**src/rtl/shift_engine.sv**
```systemverilog
// rtl/shift_engine.sv - multi-step shift/rotate register with IDLE/SHIFT control FSM
module shift_engine #(
  parameter int W  = 8,
  parameter int CW = 4
) (
  input  logic          clk,
  input  logic          rst,
  input  logic          load,
  input  logic [W-1:0]  parallel_in,
  input  logic          start,
  input  logic [2:0]    mode,
  input  logic [CW-1:0] amount,
  input  logic          serial_in,
  output logic [W-1:0]  parallel_out,
  output logic          msb_out,
  output logic          lsb_out,
  output logic          busy,
  output logic          done
);

  typedef enum logic {
    S_IDLE  = 1'b0,
    S_SHIFT = 1'b1
  } state_t;

  state_t        state_q, state_d;
  logic [W-1:0]  reg_q, reg_d;
  logic [2:0]    mode_q, mode_d;
  logic [CW-1:0] cnt_q, cnt_d;
  logic          done_q, done_d;
  logic [W-1:0]  step;

  // One single-bit step of the latched operation; unused codes hold.
  always_comb begin
    step = reg_q;
    case (mode_q)
      3'b001:  step = {serial_in, reg_q[W-1:1]};
      3'b010:  step = {reg_q[W-2:0], serial_in};
      3'b011:  step = {reg_q[0], reg_q[W-1:1]};
      3'b100:  step = {reg_q[W-2:0], reg_q[W-1]};
      3'b101:  step = {reg_q[W-1], reg_q[W-1:1]};
      default: step = reg_q;
    endcase
  end

  always_comb begin
    state_d = state_q;
    reg_d   = reg_q;
    mode_d  = mode_q;
    cnt_d   = cnt_q;
    done_d  = 1'b0;
    case (state_q)
      S_IDLE: begin
        // Load wins over start when both are requested together.
        if (load) begin
          reg_d = parallel_in;
        end else if (start) begin
          mode_d = mode;
          cnt_d  = amount;
          if (amount == '0) begin
            done_d = 1'b1;
          end else begin
            state_d = S_SHIFT;
          end
        end
      end
      S_SHIFT: begin
        reg_d = step;
        cnt_d = cnt_q - CW'(1);
        if (cnt_q == CW'(1)) begin
          state_d = S_IDLE;
          done_d  = 1'b1;
        end
      end
    endcase
  end

  always_ff @(posedge clk) begin
    if (rst) begin
      state_q <= S_IDLE;
      reg_q   <= '0;
      mode_q  <= '0;
      cnt_q   <= '0;
      done_q  <= 1'b0;
    end else begin
      state_q <= state_d;
      reg_q   <= reg_d;
      mode_q  <= mode_d;
      cnt_q   <= cnt_d;
      done_q  <= done_d;
    end
  end

  assign parallel_out = reg_q;
  assign msb_out      = reg_q[W-1];
  assign lsb_out      = reg_q[0];
  assign busy         = (state_q == S_SHIFT);
  assign done         = done_q;

endmodule

```
**config.mk**
```make
export PLATFORM = sky130hd
export DESIGN_NAME = shift_engine
export DESIGN_NICKNAME = d
export VERILOG_FILES = /design/src/rtl/shift_engine.sv
export SDC_FILE = /design/constraint.sdc
export NUM_CORES = 1
export LEC_CHECK = 0
export ABC_AREA = 0
export BUFFER_PORTS_ARGS = -buffer_cell sky130_fd_sc_hd__buf_2
export CAP_MARGIN = 10
export CORE_MARGIN = 2
export CORE_UTILIZATION = 53
export DETAILED_ROUTE_END_ITERATION = 16
export PLACE_DENSITY = 0.83
export SYNTH_ARGS = -nofsm -noshare
export SYNTH_HDL_FRONTEND = slang
export SYNTH_SLANG_ARGS = --single-unit
export TNS_END_PERCENT = 1
```
**constraint.sdc**
```tcl
create_clock -name clk -period 2.5 [get_ports clk]
set_input_delay 0.125 -clock clk [delete_from_list [all_inputs] [get_ports clk]]
set_output_delay 0.125 -clock clk [all_outputs]
set_load 0.02 [all_outputs]
```
After elaboration in Yosys (flattened, before gate mapping). Cells that the tools add are included. Widths: inputs -> output; s select.

Logic and storage cells: 42. Register bits: 17.

Mux-type cells: 16. Reductions and logical operators: 5. Bitwise operators: 2. Add/sub/neg operators: 1. Eq/ne operators: 12.

Operators by type and width (number): $pmux 8 s5 (1); $pmux 8 s2 (1); $mux 1 (8); $mux 4 (2); $mux 8 (1); $ne 2x2->1 const B (4); $pmux 4 s2 (1); $eq 3x2->1 const B (2); $eq 3x3->1 const B (2); $ne 6x1->1 const B (1); $reduce_and 3->1 (2); $ne 5x1->1 const B (1); $eq 4x1->1 const B (1); $logic_not 4->1 (1); $pmux 1 s2 (2); $reduce_and 2->1 (2); $sub 4x1->4 const B (1); $eq 3x1->1 const B (1); $not 1->1 (2).

Depth between registers and ports, before layout.
Depth in word-level cells: 5. Depth in mapped cells: 6. Depth with buffers taken out: 6.

Worst setup path after synthesis. No wires, ideal clock.

Path kind: register to register. Start point: register state_q, in the netlist busy. End point: register reg_q[1], in the netlist parallel_out[1]. Cell stages (with the launch flop): 5. Data arrival time: 1.184 ns. Clock period less this slack: 1.316 ns. Slack: 1.184 ns. Buffers on the path: 0. Cells stage by stage: dfxtp_1 > a21boi_4 > a21oi_4 > a22oi_1 > a21oi_1.

Word-level cells in the longest chain between the ends: 3. Elaborated cells between the ends (all ways): 5.

Ends and longest elaborated chain: start, declared (RTL line 26) `state_t state_q, state_d;`; start signal, assigned (RTL line 86) `state_q <= state_d;`; $not 1->1; $ne 2x2->1 (no source line); $reduce_and 2->1 (no source line); end signal, assigned (RTL line 87) `reg_q <= reg_d;`; end, declared (RTL line 27) `logic [W-1:0] reg_q, reg_d;`.

Parallel ways exist; a longest one is shown, timed or not. A chain may end at the register's enable or synchronous reset.

Final worst setup path. Same ends and word-level chain as after synthesis.

==> flow_summary.json <==
{
  "grt_max_degree": 21,
  "post_cts_buffers": 0,
  "die-area_um2": 2250,
  "clockRootBuffer": "clkbuf_4",
  "arrival_ns": 1.81,
  "cap_viol_max_count": 0,
  "vdd_drop_max_v": 0.000395,
  "hold_slack_ns": 0.0346,
  "p_leak_nw": 0.470,
  "place.detailed.hpwl_um": 1690,
  "fin_ws_ns": 0.873,
  "fin_nets": 174,
  "crit_required_ns": 2.68,
  "antenna_left": 0,
  "grt-ovfl-total": 0,
  "start_kind": "flop",
  "r2r_start": "busy",
  "finalSetupViolCount": 0,
  "die_y_um": 47.5,
  "port_buffers": 31,
  "worst_pin_slew_ns": 0.547,
  "synth-async-reset-ratio": 0,
  "yosysWarningCount": 0,
  "final_hold_viol_count": 0,
  "synth_edf_count": 0,
  "hp-class": "primary input to flop",
  "wl_per_cell_um": 13.0,
  "fin_crit_ns": 1.63,
  "status": "finished, final reports clean",
  "slew_viol_final": 0,
  "grt_pass1_vias": 878,
  "io_pins": 32,
  "cts_tree": "done",
  "clock_path_buffers": 2,
  "vias_per_cell": 5.80,
  "r2r_cells": 4,
  "syn_nets": 148,
  "cts.clk_slew.worst_paths_ns": 0.12,
  "grt_usage": 0.221,
  "cp-endpoint": "parallel_out[1]",
  "synthesis.area_um2": 1000,
  "dp_cells": 172,
  "std_cell_rows": 15,
  "period_share": 0.651,
  "postSynthCellCount": 126,
  "slew_headroom": 0.635,
  "finClkSkew_ns": 0.0129,
  "ys_types": 37,
  "routabilityCongestion": 0.829,
  "syn_to_final_growth_pct": 16.7,
  "fin_util": 0.670,
  "ys_seq_area_frac": 0.340,
  "die_w_um": 47.5,
  "reg2reg_slack_ns": 0.87,
  "vias": 1021,
  "synth_area_per_cell_um2": 7.95,
  "end_kind": "flop",
  "synth-main-ff-cell": "dfxtp_1",
  "powerDensity_nw_per_um2": 533,
  "dr.pass1.iters": 4,
  "first_iter_violations": 19,
  "core_um2": 1750,
  "drive_gt1_frac": 0.265,
  "instances_no_fill": 176,
  "worstReg2RegEnd": "parallel_out[1]",
  "crit_type": "flop to flop",
  "post-place-ws_ns": 0.931,
  "ys_seq_elements": 17,
  "antenna_found_initial": 0,
  "crit_path_start": "busy",
  "grt_first_pass_wirelength_um": 3540,
  "start_util": 0.574,
  "cts_max_level": 1,
  "drt_wl_total_um": 2290,
  "cts.sinks": 17,
  "post-route-drc-count": 0,
  "max_freq_mhz": 615,
  "n_antenna_cell": 0,
  "numCtsBuffers": 3,
  "clock_latency_ns": 0.31,
  "path_max_fanout": 17,
  "setup_tns_ns": 0,
  "grt_setup_unrepaired": "no",
  "postCtsResizedCells": 0,
  "hold_buffers": 0
}
-- kinds of logic (layout without fill, tap and decap cells) --
group / after synthesis / after routing / synth area share
AO/OA/AOI/OAI: 46 / 46 / 0.303
AND/OR/NAND/NOR: 42 / 42 / 0.208
flip-flops: 17 / 17 / 0.340
buffers and inverters: 13 / 38 / 0.0637
multiplexers: 5 / 5 / 0.0512
adder cells (fa/ha/maj): 2 / 2 / 0.0250
XOR/XNOR: 1 / 1 / 0.00874
-- stage by stage --
stage / power [mW] / instance area, um2
global placement: 0.460 / 1140
global route: 0.654 / 1170
floorplan: 0.423 / 1000
CTS: 0.625 / 1170
finish: 0.624 / 1170
detailed placement: 0.468 / 1140
-- worst min-delay path by stage --
stage,start,end,slack (ns),depth (start not counted)
after global placement,mode[1],mode_q[1],0.36,3
final,parallel_in[5],parallel_out[5],0.03,3
after CTS,parallel_in[5],parallel_out[5],0.03,3
after detailed placement,mode[1],mode_q[1],0.37,3
after floorplan,parallel_in[1],parallel_out[1],0.26,2
after global routing,parallel_in[2],parallel_out[2],0.05,3
-- registers in the layout, summed over array words and instances (netlist names) --
name          count
parallel_out      8
cnt_q             4
mode_q            3
busy              1
done              1
-- worst max-delay path, cell delays in order, from the launching register on --
cell and delay [ns]:
dfxtp_1 0.68, a21boi_4 0.39, a21oi_4 0.13, a22oi_1 0.21
a21oi_1 0.09
-- cell usage after synthesis, types with 2 or more instances --
cell       n  share of area
nor2b_1    5          0.031
o21ai_0   13          0.065
a21oi_1   11          0.055
nor2_1    11          0.041
mux2i_1    4          0.040
o21ai_1    3          0.015
buf_2      6          0.030
ha_1       2          0.025
inv_1      2         0.0075
clkbuf_1   2         0.0075
dfxtp_1   17           0.34
a22oi_1    7          0.052
buf_4      2          0.015
nand2b_1   2          0.012
a211oi_1   2          0.015
nand2_1   16          0.060
-- where the power goes --
group          switching [mW]  internal [mW]
sequential             0.0303          0.290
combinational          0.0772         0.0637
clock                   0.101         0.0611
-- cells in the final DEF (no fill, tap or decap), drive strengths merged --
| master | n |
|---|---|
| a311oi | 1 |
| a31o | 1 |
| or4 | 1 |
| mux2 | 1 |
| clkinvlp | 1 |
| o21bai | 1 |
| xnor2 | 1 |
| a222oi | 1 |
| buf | 32 |
| ha | 2 |
| and3b | 1 |
| nor3b | 1 |
| nand3 | 1 |
| or3 | 1 |
| inv | 2 |
| nor2b | 5 |
| mux2i | 4 |
| nor4 | 1 |
| nor3 | 1 |
| a22o | 1 |
| a21boi | 2 |
| o21ai | 16 |
| a21oi | 12 |
| dfxtp | 17 |
| a31oi | 1 |
| and4bb | 1 |
| a211oi | 2 |
| o221ai | 1 |
| nand2b | 2 |
| a22oi | 7 |
| nand2 | 16 |
| clkbuf | 3 |
| nor2 | 11 |
-- layer usage --
layer / up-vias / share of wire / global-route usage
met5: - / 0 / 0
met4: 0 / 0.023 / 0.0944
met3: 8 / 0.052 / 0.0717
met2: 37 / 0.51 / 0.373
met1: 477 / 0.42 / 0.257
li1: 499 / - / -
-- layout make-up --
type / instances / area [um2]
Sequential cell: 17 / 340
Clock inverter: 1 / 7.51
Timing Repair Buffer: 32 / 163
Multi-Input combinational cell: 96 / 598
Clock buffer: 3 / 22.5
Tap cell: 25 / 31.3
Fill cell: 155 / 576
Inverter: 2 / 7.51
Note: power is estimated with default switching activity, not from simulation.
